===== src/rtl/student_tlul_socket_1n.sv =====
// TL-UL type package and a 1-to-N address-decoding socket with in-order response
// tracking and an internal error responder for unmapped addresses.
package tlul_pkg;
  localparam logic [2:0] PutFullData    = 3'h0;
  localparam logic [2:0] PutPartialData = 3'h1;
  localparam logic [2:0] Get            = 3'h4;
  localparam logic [2:0] AccessAck      = 3'h0;
  localparam logic [2:0] AccessAckData  = 3'h1;

  typedef struct packed {
    logic        a_valid;
    logic [2:0]  a_opcode;
    logic [2:0]  a_param;
    logic [1:0]  a_size;
    logic [7:0]  a_source;
    logic [31:0] a_address;
    logic [3:0]  a_mask;
    logic [31:0] a_data;
    logic        d_ready;
  } tl_h2d_t;

  typedef struct packed {
    logic        d_valid;
    logic [2:0]  d_opcode;
    logic [2:0]  d_param;
    logic [1:0]  d_size;
    logic [7:0]  d_source;
    logic        d_sink;
    logic [31:0] d_data;
    logic        d_error;
    logic        a_ready;
  } tl_d2h_t;

  // Entry i sits at i*0x100; sliced down to NUM entries by the socket.
  localparam logic [15:0][31:0] DEFAULT_DEV_BASE = {
    32'h0F00, 32'h0E00, 32'h0D00, 32'h0C00, 32'h0B00, 32'h0A00, 32'h0900, 32'h0800,
    32'h0700, 32'h0600, 32'h0500, 32'h0400, 32'h0300, 32'h0200, 32'h0100, 32'h0000
  };
endpackage

module student_tlul_socket_1n
  import tlul_pkg::*;
#(
  parameter int unsigned NUM = 4,
  parameter int unsigned MAX_OUTSTANDING = 4,
  parameter logic [NUM-1:0][31:0] DEV_BASE = DEFAULT_DEV_BASE[NUM-1:0],
  parameter logic [NUM-1:0][31:0] DEV_MASK = {NUM{32'hFFFF_FF00}}
) (
  input  logic                clk_i,
  input  logic                rst_ni,
  input  tl_h2d_t             tl_host_i,
  output tl_d2h_t             tl_host_o,
  output tl_h2d_t [NUM-1:0]   tl_device_o,
  input  tl_d2h_t [NUM-1:0]   tl_device_i,
  output logic                busy_o,
  output logic [15:0]         err_cnt_o
);
  localparam int unsigned SW = $clog2(NUM + 1);
  localparam int unsigned CW = $clog2(MAX_OUTSTANDING + 1);
  localparam logic [SW-1:0] ERR = SW'(NUM);
  localparam logic [0:0] ST_IDLE = 1'b0;
  localparam logic [0:0] ST_RESP = 1'b1;

  logic [CW-1:0] cnt_reg;
  logic [SW-1:0] target_reg;
  logic [0:0]    resp_state_reg;
  logic [2:0]    resp_opcode_reg;
  logic [1:0]    resp_size_reg;
  logic [7:0]    resp_source_reg;
  logic [15:0]   err_cnt_reg;

  logic [NUM-1:0]    hit;
  logic [SW-1:0]     sel;
  logic              ok;
  logic              a_hs;
  logic              d_hs;
  logic              cnt_nz;
  logic [NUM:0]      slot_a_ready;
  tl_d2h_t [NUM:0]   slot_rsp;

  genvar gi;
  generate
    for (gi = 0; gi < NUM; gi++) begin : g_slot
      assign hit[gi]          = (tl_host_i.a_address & DEV_MASK[gi]) == DEV_BASE[gi];
      assign slot_a_ready[gi] = tl_device_i[gi].a_ready;
      assign slot_rsp[gi]     = tl_device_i[gi];
    end
  endgenerate

  // Slot NUM is the error responder, so host-side muxing needs no special case.
  assign slot_a_ready[NUM] = (resp_state_reg == ST_IDLE);
  always_comb begin
    slot_rsp[NUM]          = '0;
    slot_rsp[NUM].d_valid  = (resp_state_reg == ST_RESP);
    slot_rsp[NUM].d_opcode = (resp_opcode_reg == Get) ? AccessAckData : AccessAck;
    slot_rsp[NUM].d_size   = resp_size_reg;
    slot_rsp[NUM].d_source = resp_source_reg;
    slot_rsp[NUM].d_error  = 1'b1;
  end

  // Lowest index wins when windows overlap.
  always_comb begin
    sel = ERR;
    for (int i = int'(NUM) - 1; i >= 0; i--) begin
      if (hit[i]) sel = SW'(i);
    end
  end

  assign cnt_nz = (cnt_reg != '0);
  // Only one target may be in flight, which keeps responses ordered without a buffer.
  assign ok     = (cnt_reg < CW'(MAX_OUTSTANDING)) && (!cnt_nz || sel == target_reg);

  always_comb begin
    for (int i = 0; i < int'(NUM); i++) begin
      tl_device_o[i]         = tl_host_i;
      tl_device_o[i].a_valid = tl_host_i.a_valid & ok & (sel == SW'(i));
      tl_device_o[i].d_ready = tl_host_i.d_ready & (target_reg == SW'(i)) & cnt_nz;
    end
  end

  always_comb begin
    tl_host_o         = slot_rsp[target_reg];
    tl_host_o.d_valid = slot_rsp[target_reg].d_valid & cnt_nz;
    tl_host_o.a_ready = ok & slot_a_ready[sel];
  end

  assign a_hs      = tl_host_i.a_valid & tl_host_o.a_ready;
  assign d_hs      = tl_host_o.d_valid & tl_host_i.d_ready;
  assign busy_o    = cnt_nz;
  assign err_cnt_o = err_cnt_reg;

  always_ff @(posedge clk_i or negedge rst_ni) begin
    if (!rst_ni) begin
      cnt_reg    <= '0;
      target_reg <= '0;
    end else begin
      if (a_hs && !d_hs) cnt_reg <= cnt_reg + CW'(1);
      else if (!a_hs && d_hs) cnt_reg <= cnt_reg - CW'(1);
      if (a_hs) target_reg <= sel;
    end
  end

  always_ff @(posedge clk_i or negedge rst_ni) begin
    if (!rst_ni) begin
      resp_state_reg  <= ST_IDLE;
      resp_opcode_reg <= '0;
      resp_size_reg   <= '0;
      resp_source_reg <= '0;
      err_cnt_reg     <= '0;
    end else if (resp_state_reg == ST_IDLE) begin
      if (a_hs && sel == ERR) begin
        resp_state_reg  <= ST_RESP;
        resp_opcode_reg <= tl_host_i.a_opcode;
        resp_size_reg   <= tl_host_i.a_size;
        resp_source_reg <= tl_host_i.a_source;
        if (err_cnt_reg != 16'hFFFF) err_cnt_reg <= err_cnt_reg + 16'd1;
      end
    end else if (d_hs && target_reg == ERR) begin
      resp_state_reg <= ST_IDLE;
    end
  end
endmodule


===== config.mk =====
export PLATFORM = sky130hd
export DESIGN_NAME = student_tlul_socket_1n
export DESIGN_NICKNAME = d
export VERILOG_FILES = /design/src/rtl/student_tlul_socket_1n.sv
export SDC_FILE = /design/constraint.sdc
export NUM_CORES = 1
export LEC_CHECK = 0
export ABC_AREA = 0
export ABC_CLOCK_PERIOD_IN_PS = 3100
export CAP_MARGIN = 25
export CORE_AREA = 2 2 278 280
export DETAILED_ROUTE_END_ITERATION = 16
export DIE_AREA = 0 0 280 282
export GPL_ROUTABILITY_DRIVEN = 0
export GPL_TIMING_DRIVEN = 0
export PLACE_DENSITY_LB_ADDON = 0.25
export SLEW_MARGIN = 10
export SYNTH_ARGS = -nofsm -noshare
export SYNTH_HDL_FRONTEND = slang
export SYNTH_SLANG_ARGS = --single-unit

===== constraint.sdc =====
create_clock -name clk_i -period 3.1 [get_ports clk_i]
set_clock_uncertainty 0.15 [all_clocks]
set_input_delay 0.62 -clock clk_i [delete_from_list [all_inputs] [get_ports clk_i]]
set_output_delay 0.62 -clock clk_i [all_outputs]
set_load 0.1 [all_outputs]

==> results.txt, run 1 <==
WL final: 40300 um
Max Transition Viols Final: 0
Crit. End Element: primary output
die height: 282 um
synthesized net count: 941
Seq/Total Area, Yosys: 0.147
setup TNS: -266 ps
Tmin final: 3180 ps
die extent in x: 280 um
vias in the first global route: 7025
row cnt: 101
final setup vio count: 4
Slew headroom: 0.311
DR vias: 6771
Crit path required time: 2330 ps
CTS tree: yes
status: complete, but fails checks
Yosys reg bits: 36
Detail Route Antenna Nets: 0
Sink Count: 36
type of the worst setup path: primary input to primary output
Post-synth ARST share: 1.00
RSZ-0062 raised after global routing: true
most frequent cells in the layout: clkdlybuf4s50_1, buf_4, dlygate4sd2_1, mux4_2, and2_1
Post-DP HPWL: 35900 um
Post-Syn Area per Cell: 9.52 um2
fraction of layout instances using a drive strength above 1: 0.428
period utilization: 1.03
worst slew pin tran: 1030 ps
Die ar.: 0.0790 mm2
Reg clk slew, reported paths: 70 ps
Area Overhead vs Synth: 139%
part of the power in the clock network: 0.083
Synthesis Warnings: 0
Hold Crit Class: primary input to asynchronous set/reset pin
Max Fclk: 314 MHz
leading cell type in the layout, fill and taps excluded: clkdlybuf4s50_1
drt pass-1 iters: 4
Int Pwr: 0.00252 W
Power Density: 445 mW/mm2
commonest register cell after synthesis: dfrtp_1
initial antenna violation count: 7
Sw Share: 0.611
failing checks: setup timing
Post-Layout Cell Count: 2308
detailed router's first-iteration violation count: 116
Crit Path Max Fanout: 3
Final Hold Fails: 0
Logic pwr share: 0.792
CTS Hold Buffers Added: 0
routed len/inst: 17.5 um
P_sw: 0.00396 W
core area: 0.0757 mm2
top routing layer in use: met5
Design Area, Final: 0.0146 mm2
clk_lat worst skew: 300 ps
distinct cell type count after synthesis: 47
DRC Markers: 0
Max Cap Viol: 0
pre-CTS setup slack: -1700 ps
I/O pin total: 709
Seq pwr share: 0.125
Critical Path AT: 2410 ps
pin count of the biggest net entering global routing: 21
Critical Path Source Type: primary input
H-tree depth: 2
Setup WS post-layout: -79.7 ps
routed metal-1 wire length: 15300 um
Placed Cells incl. Taps: 2296
number of flip-flops in the largest register: 16
first-pass GRT wire length: 52800 um
met3 WL: 3250 um
Area after DPL: 0.0145 mm2
Syn Inst Count: 642
Post-synth EDFFs: 0
Vias/cell: 2.93
CTS Root Cell: clkbuf_16
Net count, final: 1626
Clock Path Buffers: 2
Mapped Area: 0.00611 mm2
global-route usage over all layers: 0.0945
metal2 WL: 21600 um
global route overflow: 0
Leakage: 6.12 nW
TritonCTS buffer count: 5
Initial Util: 0.0807
quantity of I/O buffers inserted on ports: 661
maximum VDD drop: 0.425 mV
## synth_stat cells (2+ instances only)
master	n	area share
and2_1	40	0.041
clkbuf_1	13	0.0080
inv_1	9	0.0055
dfrtp_1	36	0.15
nand4_1	4	0.0041
mux4_2	51	0.19
buf_6	3	0.0055
or2_2	3	0.0031
a22o_1	11	0.016
buf_2	8	0.0066
nand3_1	4	0.0033
o21ai_0	7	0.0057
mux2_2	11	0.020
buf_4	337	0.41
ha_1	2	0.0041
a21o_1	2	0.0025
nor3b_1	2	0.0025
mux2_4	6	0.015
nand2_1	11	0.0068
nor4b_4	2	0.0078
xnor2_1	8	0.011
nor2_1	20	0.012
nor4_1	7	0.0072
mux2i_1	2	0.0033
xor2_1	12	0.017
or4_1	2	0.0025
o2bb2ai_1	2	0.0029
nor3_1	8	0.0066
## per-layer routing
metal	track usage	vias up
met5	0	-
met2	0.182	366
met1	0.106	3165
met3	0.0246	12
li1	-	3222
met4	0.0115	6
## cells by family after synthesis
logic type / share of synthesized area
buffers and inverters: 0.440
AND/OR/NAND/NOR: 0.108
multiplexers: 0.226
flip-flops: 0.147
AO/OA/AOI/OAI: 0.0418
XOR/XNOR: 0.0287
adder cells (fa/ha/maj): 0.00737
## final cells by class
cell class	instances	area, um2
Antenna cell	2	5.00
Fill cell	8345	61100
Inverter	9	37.5
Sequential cell	36	901
Clock inverter	3	23.8
Buffer	360	2780
Tap cell	978	1220
Multi-Input combinational cell	235	2690
Timing Repair Buffer	680	6800
Clock buffer	5	125
## through the flow
stage           util  total power [W]  hold slack (ps)
6_report       0.193          0.00649              152
5_1_grt        0.193          0.00675              175
4_1_cts        0.192          0.00660              160
3_5_place_dp   0.191          0.00605              348
3_3_place_gp   0.186          0.00595              338
2_1_floorplan      -          0.00457              174
## worst paths after layout
path | slack, ps | cells past startpoint | to | start
max | -80 | 7 | tl_device_o[171] | tl_host_i[61]
min | 150 | 1 | err_cnt_o[0] | rst_ni
max reg2reg | 320 | 11 | cnt_reg[2] | target_reg[0]
min reg2reg | 360 | 1 | resp_source_reg[4] | resp_source_reg[4]
max in group asynchronous | 2140 | 2 | resp_size_reg[1] | rst_ni
min in group clk_i | 360 | 1 | resp_source_reg[4] | resp_source_reg[4]
## worst max-delay path: stages
cell     delay (ps)
buf_8           100
nor4_4          320
nand4_1         260
or2_4           310
or4_4           460
nor2_4          150
buf_12          180
## power groups by stage
stage / clock network, W / logic [W] / registers (W)
2_1_floorplan: 0 / 0.00339 / 0.00118
3_5_place_dp: 0 / 0.00523 / 0.000818
6_report: 0.000540 / 0.00514 / 0.000809
5_1_grt: 0.000601 / 0.00532 / 0.000835
3_3_place_gp: 0 / 0.00513 / 0.000811
4_1_cts: 0.000581 / 0.00520 / 0.000812
## what timing repair did
| action | CTS | global route |
|---|---|---|
| gates resized for setup | 479 | 18 |
| buffers inserted | 15 | 0 |
| pin swaps | 15 | 10 |
| endpoints found under the setup margin | 232 | 16 |
(Power assumes the default switching activity.)
==> inputs of run 2 (changes only) <==
--- a/config.mk
+++ b/config.mk
@@ -9,10 +9,13 @@
 export ABC_CLOCK_PERIOD_IN_PS = 3100
 export CAP_MARGIN = 25
 export CORE_AREA = 2 2 278 280
+export CTS_BUF_LIST = sky130_fd_sc_hd__clkbuf_8 sky130_fd_sc_hd__clkbuf_16
+export CTS_CLUSTER_DIAMETER = 200
 export DETAILED_ROUTE_END_ITERATION = 16
 export DIE_AREA = 0 0 280 282
 export GPL_ROUTABILITY_DRIVEN = 0
 export GPL_TIMING_DRIVEN = 0
+export MAX_ROUTING_LAYER = met4
 export PLACE_DENSITY_LB_ADDON = 0.25
 export SLEW_MARGIN = 10
 export SYNTH_ARGS = -nofsm -noshare
==> run 2 against run 1 <==
  * The flow still finishes with violations (setup timing)
  * Count of clock-buffer cells in the layout stayed put
  * Sequential power is essentially flat
  * Routed wire length about the same
  * Utilization barely moved
  * Hold slack worse by 8.0 ps
  * Fmax about the same
  * Combinational power about the same
  * Critical path type unchanged
==> results.txt, run 2 (synthesis gave the netlist of run 1 again) <==
status: complete, but fails checks
failing checks: setup timing
Critical Path AT: 2410 ps
Worst path top cell family by delay: simple AND/OR/NAND/NOR gates
leading cell type in the layout, fill and taps excluded: clkdlybuf4s50_1
final setup vio count: 4
Net count, final: 1626
global-route usage over all layers: 0.0974
pin count of the biggest net entering global routing: 21
setup TNS: -260 ps
global route overflow: 0
I/O pin total: 709
die height: 282 um
GRT busiest layer: met2
number of flip-flops in the largest register: 16
Die ar.: 0.0790 mm2
Detail Route Antenna Nets: 0
crit-path max cell delay: 460 ps
row cnt: 101
Leakage: 6.12 nW
H-tree depth: 2
fraction of layout instances using a drive strength above 1: 0.428
Max Fclk: 315 MHz
DR vias: 6743
type of the worst setup path: primary input to primary output
detailed router's first-iteration violation count: 130
WP buf/inv: 2
Clock Path Buffers: 2
first-pass GRT wire length: 52700 um
Crit Path Max Fanout: 3
Crit path required time: 2330 ps
Power Density: 445 mW/mm2
Setup WS post-layout: -78.1 ps
WL final: 40300 um
Min Hold Slack: 144 ps
Post-DP HPWL: 35900 um
drt pass-1 iters: 4
GR met1 Demand/Resource: 0.107
worst slew pin tran: 1040 ps
core area: 0.0757 mm2
CTS tree: yes
Max Transition Viols Final: 0
R2R setup slack: 320 ps
routed len/inst: 17.5 um
Tmin final: 3180 ps
Initial Util: 0.0807
most frequent cells in the layout: clkdlybuf4s50_1, buf_4, dlygate4sd2_1, mux4_2, and2_1
Max Cap Viol: 0
RSZ-0062 raised after global routing: true
DRC Markers: 0
Sink Count: 36
Area Overhead vs Synth: 139%
Crit. End Element: primary output
quantity of I/O buffers inserted on ports: 661
Reg clk slew, reported paths: 70 ps
global routing usage on met2: 0.182
Slew headroom: 0.304
clk_lat worst skew: 300 ps
grt met3 use: 0.0232
TritonCTS buffer count: 5
critical path's slowest cell: or4_4
CTS Root Cell: clkbuf_16
Final Hold Fails: 0
initial antenna violation count: 6
critical-path cell list: buf_8, nor4_4, nand4_1, or2_4, or4_4, nor2_4, buf_12
die extent in x: 280 um
Vias/cell: 2.92
vias in the first global route: 7023
Critical Path Source Type: primary input
period utilization: 1.03
Hold Crit Class: primary input to asynchronous set/reset pin
maximum VDD drop: 0.426 mV
[run 2: changes by cell type in the layout (fill, tap and decap cells not counted), sizes merged]
cell,previous run,this run
diode,2,5
[run 2: metrics by stage]
stage / worst slack, ps / instance area (um2) / instances / total power (W) / utilization
finish: -78.1 / 14600 / 2311 / 0.00649 / 0.193
global route: -144 / 14600 / 2309 / 0.00675 / 0.193
CTS: -163 / 14600 / 2307 / 0.00660 / 0.192
detailed placement: -1700 / 14500 / 2296 / 0.00605 / 0.191
global placement: -1710 / 14100 / 2281 / 0.00595 / 0.186
floorplan: -534 / 6250 / 642 / 0.00457 / -
[run 2: worst register-to-register path, cell delays in order, from the launching register on]
cell and delay [ps]:
dfrtp_1 370, buf_12 170, mux4_2 510, a22o_1 190
and2_2 240, nand2_1 90, ha_2 190, inv_1 60
fa_2 330, xor2_1 140, nor2_1 110, xor2_1 160
[run 2: repair_timing]
action	in CTS	in global routing
endpoints found under the setup margin	232	16
pin swaps	15	10
hold buffers	0	0
resized for setup	479	18
hold endpoints to repair	0	0
buffers inserted	15	0
[run 2: cell type report]
class / instances / area (um2)
multi-input combinational: 235 / 2690
fill: 8340 / 61100
antenna: 5 / 12.5
sequential: 36 / 901
clock inverter: 3 / 23.8
timing repair buffer: 680 / 6800
inverter: 9 / 37.5
buffer: 360 / 2780
tap: 978 / 1220
clock buffer: 5 / 125
[run 2: power by group]
part | total (W) | switching (W) | internal [W] | leakage, nW
clock network | 0.000540 | 0.000240 | 0.000300 | 0.0661
logic | 0.00514 | 0.00356 | 0.00158 | 5.62
registers | 0.000809 | 0.000165 | 0.000643 | 0.428
total | 0.00649 | 0.00396 | 0.00252 | 6.12
[run 2: per-layer routing]
| metal | up-vias | routed length (um) |
|---|---|---|
| met2 | 356 | 21600 |
| met4 | 0 | 179 |
| met3 | 7 | 3050 |
| met1 | 3155 | 15500 |
| li1 | 3225 | - |
| met5 | - | 0 |
[run 2: path summary, 6_finish.rpt]
kind | startpoint | to | cells after the start
max | tl_host_i[61] | tl_device_o[171] | 7
min | rst_ni | err_cnt_o[0] | 1
max reg2reg | target_reg[0] | cnt_reg[2] | 11
min reg2reg | resp_source_reg[4] | resp_source_reg[4] | 1
max in group asynchronous | rst_ni | resp_size_reg[1] | 2
min in group clk_i | resp_source_reg[4] | resp_source_reg[4] | 1
